===== src/rtl/seg7_scan_display.sv =====
// Time-multiplexed N-digit 7-segment driver with double-buffered, frame-aligned updates.
// Define SEG7_HEX_EN to show magnitudes 10..15 as hex letters instead of a dash.
module seg7_scan_display #(
  parameter int N      = 4,
  parameter int W      = 2,
  parameter int SIGNED = 1,
  parameter int DWELL  = 1024,
  parameter int GUARD  = 1
) (
  input  logic           clk,
  input  logic           rst,
  input  logic           in_valid,
  output logic           in_ready,
  input  logic [N*W-1:0] in_data,
  output logic [6:0]     seg,
  output logic [N-1:0]   digit_sel,
  output logic           seg_neg,
  output logic           frame_done,
  output logic           scanning
);

  localparam int IDXW = (N > 1) ? $clog2(N) : 1;
  localparam int CNTW = $clog2(DWELL);

  typedef enum logic {
    ST_BLANK = 1'b0,
    ST_SCAN  = 1'b1
  } state_t;

  state_t            r_state;
  logic [N*W-1:0]    r_active;
  logic [N*W-1:0]    r_pending;
  logic              r_pendFlag;
  logic [IDXW-1:0]   r_idx;
  logic [CNTW-1:0]   r_cnt;

  state_t            w_nextState;
  logic [N*W-1:0]    w_nextActive;
  logic [N*W-1:0]    w_nextPending;
  logic              w_nextPendFlag;
  logic [IDXW-1:0]   w_nextIdx;
  logic [CNTW-1:0]   w_nextCnt;

  logic              w_xfer;
  logic              w_dwellEnd;
  logic              w_lastDigit;
  logic              w_frameEnd;
  logic              w_guardOk;
  logic [W-1:0]      w_elem;
  logic [W:0]        w_ext;
  logic [W:0]        w_mag;
  logic [4:0]        w_mag5;
  logic              w_neg;

  assign w_xfer      = in_valid && !r_pendFlag;
  assign w_dwellEnd  = (r_cnt == CNTW'(DWELL - 1));
  assign w_lastDigit = (r_idx == IDXW'(N - 1));
  assign w_frameEnd  = w_dwellEnd && w_lastDigit;

  // The first GUARD cycles of every dwell blank the digits so the segment
  // lines can settle on the new glyph before the next digit lights.
  if (GUARD == 0) begin : g_noGuard
    assign w_guardOk = 1'b1;
  end else begin : g_guard
    assign w_guardOk = (r_cnt >= CNTW'(GUARD));
  end

  always_ff @(posedge clk) begin
    if (rst) begin
      r_state    <= ST_BLANK;
      r_active   <= '0;
      r_pending  <= '0;
      r_pendFlag <= 1'b0;
      r_idx      <= '0;
      r_cnt      <= '0;
    end else begin
      r_state    <= w_nextState;
      r_active   <= w_nextActive;
      r_pending  <= w_nextPending;
      r_pendFlag <= w_nextPendFlag;
      r_idx      <= w_nextIdx;
      r_cnt      <= w_nextCnt;
    end
  end

  always_comb begin
    w_nextState    = r_state;
    w_nextActive   = r_active;
    w_nextPending  = r_pending;
    w_nextPendFlag = r_pendFlag;
    w_nextIdx      = r_idx;
    w_nextCnt      = r_cnt;
    case (r_state)
      ST_BLANK: begin
        if (w_xfer) begin
          w_nextActive = in_data;
          w_nextIdx    = '0;
          w_nextCnt    = '0;
          w_nextState  = ST_SCAN;
        end
      end
      ST_SCAN: begin
        if (w_dwellEnd) begin
          w_nextCnt = '0;
          w_nextIdx = w_lastDigit ? '0 : r_idx + IDXW'(1);
        end else begin
          w_nextCnt = r_cnt + CNTW'(1);
        end
        // Active data only changes at frame end, so a frame never mixes old and new values.
        if (w_frameEnd) begin
          if (r_pendFlag) begin
            w_nextActive   = r_pending;
            w_nextPendFlag = 1'b0;
          end else if (w_xfer) begin
            w_nextActive = in_data;
          end
        end else if (w_xfer) begin
          w_nextPending  = in_data;
          w_nextPendFlag = 1'b1;
        end
      end
    endcase
  end

  always_comb begin
    w_elem = '0;
    for (int k = 0; k < N; k++) begin
      if (r_idx == IDXW'(k)) w_elem = r_active[k*W +: W];
    end
  end

  // Magnitude is formed one bit wider so the most negative value negates cleanly.
  always_comb begin
    w_ext = {1'b0, w_elem};
    w_neg = 1'b0;
    if (SIGNED != 0) begin
      w_neg = w_elem[W-1];
      w_ext = {w_elem[W-1], w_elem};
    end
    w_mag  = w_neg ? -w_ext : w_ext;
    w_mag5 = 5'(w_mag);
  end

  function automatic logic [6:0] glyph(input logic [4:0] mag);
    logic [6:0] g;
    case (mag)
      5'd0:    g = 7'h3F;
      5'd1:    g = 7'h06;
      5'd2:    g = 7'h5B;
      5'd3:    g = 7'h4F;
      5'd4:    g = 7'h66;
      5'd5:    g = 7'h6D;
      5'd6:    g = 7'h7D;
      5'd7:    g = 7'h07;
      5'd8:    g = 7'h7F;
      5'd9:    g = 7'h6F;
`ifdef SEG7_HEX_EN
      5'd10:   g = 7'h77;
      5'd11:   g = 7'h7C;
      5'd12:   g = 7'h39;
      5'd13:   g = 7'h5E;
      5'd14:   g = 7'h79;
      5'd15:   g = 7'h71;
`endif
      default: g = 7'h40;
    endcase
    return g;
  endfunction

  always_comb begin
    in_ready   = !r_pendFlag;
    seg        = '0;
    digit_sel  = '0;
    seg_neg    = 1'b0;
    frame_done = 1'b0;
    scanning   = 1'b0;
    if (r_state == ST_SCAN) begin
      scanning   = 1'b1;
      seg        = glyph(w_mag5);
      seg_neg    = w_neg;
      frame_done = w_frameEnd;
      if (w_guardOk) digit_sel = N'(1) << r_idx;
    end
  end

endmodule


===== config.mk =====
export PLATFORM = sky130hd
export DESIGN_NAME = seg7_scan_display
export DESIGN_NICKNAME = d
export VERILOG_FILES = /design/src/rtl/seg7_scan_display.sv
export SDC_FILE = /design/constraint.sdc
export NUM_CORES = 1
export LEC_CHECK = 0
export BUFFER_PORTS_ARGS = -buffer_cell sky130_fd_sc_hd__buf_4
export CAP_MARGIN = 20
export CORE_UTILIZATION = 41
export DETAILED_ROUTE_END_ITERATION = 6
export SYNTH_ARGS = -nofsm -noshare
export SYNTH_HDL_FRONTEND = slang
export SYNTH_SLANG_ARGS = --single-unit

===== constraint.sdc =====
create_clock -name clk -period 2.1 [get_ports clk]
set_input_delay 0.42 -clock clk [delete_from_list [all_inputs] [get_ports clk]]
set_output_delay 0.42 -clock clk [all_outputs]
set_load 0.02 [all_outputs]

# After elaboration in Yosys (flattened, before gate mapping)
# Memories as Yosys holds them, arrays and structs flattened.
# Cells that the tools add are included.
# W data, S select, Z words.
dict set report word_totals {
  ff_bits 30
  latch_bits 0
  ram_bits 0
  romBits 112
  in_bits 11
  wordCells 55
  mem_count 1
}
# name depth width rd rd_clocked_by_memory_dff write_ports line_no
set mem_list {}
lappend mem_list {{(no name shown)} 16 7 1 0 0 146} ;# case (mag)
dict set report op_classes {
  addsub 3
  mul 0
  div_mod_pow 0
  magnitude_cmp 1
  eq_ne 7
  shifts 1
  mux 26
  bitwise 2
  reduce_logical 8
}
# op n
set ops {}
lappend ops {{$mux W8} 3}
lappend ops {{$mux W10} 2}
lappend ops {{$pmux W10 S2} 1}
lappend ops {{$pmux W8 S2} 1}
lappend ops {{$mux W2} 7}
lappend ops {{$add A10 B1 Y10 const B} 1}
lappend ops {{$eq A10 B10 Y1 const B} 1}
lappend ops {{$ge A10 B1 Y1 const B} 1}
lappend ops {{$mux W4} 2}
lappend ops {{$mux W1} 7}
lappend ops {{$mux W7} 1}
lappend ops {{$eq A2 B2 Y1 const B} 2}
lappend ops {{$ne A2 B1 Y1 const B} 2}
lappend ops {{$pmux W2 S2} 1}
lappend ops {{$reduce_and A2 Y1} 2}
lappend ops {{$shl A1 B2 Y4 const A} 1}
lappend ops {{$mux W3} 1}
lappend ops {{$neg A3 Y3} 1}
lappend ops {{$reduce_and A3 Y1} 1}
lappend ops {{$add A2 B1 Y2 const B} 1}
lappend ops {{$eq A2 B1 Y1 const B} 1}
lappend ops {{$logic_and A1 B1 Y1} 2}
lappend ops {{$logic_not A2 Y1} 1}
lappend ops {{$ne A2 B2 Y1 const B} 1}
lappend ops {{3 further kinds} 4}

# Depth between registers and ports, before layout
# An unclocked memory read counts as a cell.
dict set report depth {
  word_depth 9
  mapped_depth 7
  ltp_nobuf 6
}

# Worst setup path before layout
# Ideal clock, no wire load.
dict set report synth_path {
  path_kind {register to output}
  from {reg r_idx[0]}
  to {out frame_done}
  arrival_ns 1.630
  required_ns 1.680
  path_slack_ns 0.050
  stages_incl_launch_ff 5
  n_path_buf 1
  path_cell_list {dfxtp_1 > ha_1 > clkbuf_1 > nand3_1 > nor4_1}
}
dict set report synth_between {
  elab_chain_len 3
}
# item line_no
set synth_rtl {}
lappend synth_rtl {{start: declaration} 34} ;# logic [IDXW-1:0] r_idx;
lappend synth_rtl {{start signal: assignment} 81} ;# r_idx <= w_nextIdx;
lappend synth_rtl {{$eq A2 B2 Y1} 57} ;# assign w_lastDigit = (r_idx == IDXW'(N - 1));
lappend synth_rtl {{$logic_and A1 B1 Y1} 58} ;# assign w_frameEnd = w_dwellEnd && w_lastDigit;
lappend synth_rtl {{$mux W1} 177} ;# if (r_state == ST_SCAN) begin
lappend synth_rtl {{end: declaration} 18} ;# output logic frame_done,
# Every way passes these cells.

# Worst setup path after layout
dict set report layout_path {
  from {reg r_idx[0]}
  to {out seg[6]}
}
dict set report layout_between {
  elab_chain_len 9
}
# item line_no
set layout_rtl {}
lappend layout_rtl {{$logic_not A2 Y1} 128} ;# if (r_idx == IDXW'(k)) w_elem = r_active[k*W +: W];
lappend layout_rtl {{$mux W2 (3 in series)} 128}
lappend layout_rtl {{$mux W2 *} 128}
lappend layout_rtl {{$neg A3 Y3} 140} ;# w_mag = w_neg ? -w_ext : w_ext;
lappend layout_rtl {{$mux W3 *} 140}
lappend layout_rtl {{$mem_v2 Z16 W7 *} --}
lappend layout_rtl {{$mux W7 *} 177}
lappend layout_rtl {{end: declaration} 15} ;# output logic [6:0] seg,
# Mark *: on every way between the ends. The rest lies on a longest branch, timed or not.

==> qor.csv <==
metric,value,unit
crit_start,r_idx[0],
ant_nets,0,
yosys.area.top_type,dfxtp_1,
cts_num_sinks,30,
internal_power,0.967,mW
clock_power_share,0.357,
p_switching,0.393,mW
yosysMostFrequentCell,dfxtp_1,
worstSetupPathType,reg2out,
netlist_area,1730,um2
max_freq,0.479,GHz
overflow,0,
skew,7.39,ps
vias,1577,
path_delay_family,compound AO/OA/AOI/OAI gates,
synth_top_area_share,0.346,
vias_per_cell,5.51,
seqPwrFrac,0.452,
async_reset_ff_frac,0,
critPathMaxFanout,5,
drive_above_1_share,0.314,
ioPinCount,26,
leakage,0.810,nW
wl,4.12,mm
setup.worst_path.end,seg[6],
grt_pass1_wl,6.38,mm
endpoint_kind,output pin,
clock_latency,280,ps
routedWlPerCell,14.4,um
cts.path.max_buffers,2,
rr_startpoint,r_idx[1],
synth_commonest_cells,"30 x dfxtp_1, 25 x nor2_1, 23 x a21oi_1, 19 x nand2_1, 11 x o21ai_0",
slowest_stage,dfxtp_4,
cts_buffers,5,
syn_nets,230,
powerDensity,629,nW/um2
ys_ff_latch,30,
crit_arrival,1670,ps
worst_pin_slew,419,ps
dp_cells,278,
synth_edf_count,0,
die_x,67.0,um
drc,0,
period_needed,2090,ps
crit_required,1680,ps
holdWs,383,ps
seq_area_frac_synth,0.346,
synth_area_leaders,"dfxtp_1 35%, a21oi_1 6.6%, nor2_1 5.4%",
synth.distinct_cells,42,
status,completed,
yosys_warnings,0,
cts-root-buf,clkbuf_8,
max_cap_viol_count,0,
utilization,0.537,
synth-main-ff-cell,dfxtp_1,
post-route-period-util,0.993,
core_area,4030,um2
crit_buf_inv,2,
place_hpwl,2.74,mm
rsz0062_at_grt,true,
antenna_found_initial,0,
cts_tree,done,
ff2ff_path_depth,6,
fp.dieArea,4490,um2
nets,253,
p_comb_frac,0.191,
grt_pass1_vias,1330,
max_stage_delay,380,ps
reg2reg_slack,420,ps
h-tree-depth,2,
swShare,0.289,
fin_cells,286,
report.final.slew_viol_count,0,
crit_chain,inv_2 > ha_4 > a21oi_1 > a22o_1 > and3_4 > buf_6,
grtUsageTotal,0.195,
fin_area,2160,um2
cp.depth,6,
synthCells,212,
final-hold-violation-count,0,
n_antenna_cell,0,
maxSlewHeadroom,0.718,
placed_cell_area,1930,um2
drtIter0Drc,71,
start_util,0.430,
firstDrtPassIters,4,
num_rows,23,
hold_path_class,in2reg,
globalplace.congestion,0.748,
setup_viol,0,
port_buffers,25,
hold_start,in_data[3],
area_growth,24.7,%
r2r-end,r_active[4],
peakVddDrop,483,uV
clkTransAtPathRegs,70,ps
tns,0,ps
dieHeight,67.0,um
postSynthAreaPerCell,8.18,um2
crit_path_start_kind,register,
grt_max_degree,31,
post-cts-setup-buffer-count,0,
-- power by group through the flow --
stage	clock network [mW]	logic, mW	registers, mW
floorplan	0	0.173	0.624
global placement	0	0.243	0.628
detailed placement	0	0.246	0.627
CTS	0.500	0.253	0.614
global route	0.531	0.285	0.617
finish	0.485	0.260	0.615
-- worst min-delay path by stage --
stage	slack (ps)	endpoint	cells after the start
after floorplan	460	r_pending[5]	2
after global placement	480	r_pending[6]	2
after detailed placement	490	r_pending[7]	2
after CTS	370	r_pending[2]	3
after global routing	370	r_pending[2]	3
final	380	r_pending[3]	3
-- layout make-up --
cell class	instances	area, um2
fillers	400	1870
multi-input cells	157	1100
flip-flops and latches	30	613
repair buffers	32	255
clock buffers	6	82.6
well taps	50	62.6
inverters	9	36.3
clock inverters	2	12.5
-- tightest hold or removal path, stage by stage --
cell and delay [ps]:
buf_4 80, mux2i_1 60, nor2_1 70
-- sequential cells by signal, summed over array words and instances (netlist names) --
signal,cells
r_active,8
r_cnt,10
r_idx,2
r_pendFlag,1
r_pending,8
r_state,1
-- what timing repair did --
item / CTS / global route
gates resized for setup: 14 / 24
hold endpoints to repair: 0 / 0
pin swaps: 4 / 14
gates cloned: 0 / 0
hold buffers: 0 / 0
setup endpoints to repair: 7 / 11
-- cell families after synthesis --
kind of cell | synth area share
simple gates | 0.233
compound gates | 0.243
flops | 0.346
buf+inv | 0.0808
mux | 0.0462
fa+ha+maj | 0.0505
-- placed cells by master, fill, tap and decap left out, drive strengths merged, types with 3 or more instances in the layout --
master / synthesis / routed
a211oi: 8 / 8
nor3: 4 / 4
nand2: 19 / 19
nor4: 3 / 3
nor2: 25 / 25
a22oi: 3 / 3
o21ai: 12 / 12
and3: 7 / 7
ha: 7 / 7
mux2i: 8 / 8
o31ai: 9 / 9
inv: 8 / 8
clkbuf: 9 / 6
dfxtp: 30 / 30
or4: 3 / 3
a21oi: 23 / 23
buf: 6 / 32
nand3: 8 / 8
-- metal layers --
| layer | up-vias | global-route usage | share of wire |
|---|---|---|---|
| met2 | 42 | 0.275 | 0.44 |
| met4 | 0 | 0.0559 | 0.012 |
| li1 | 808 | - | - |
| met3 | 5 | 0.0616 | 0.050 |
| met5 | - | 0 | 0 |
| met1 | 722 | 0.277 | 0.50 |
-- through the flow --
stage	setup slack (ps)	power, mW
3_5_place_dp	147	0.873
2_1_floorplan	49.9	0.797
3_3_place_gp	202	0.871
5_1_grt	-64.3	1.43
6_report	14.3	1.36
4_1_cts	6.93	1.37
No activity file was read; power rests on OpenSTA's default activity.
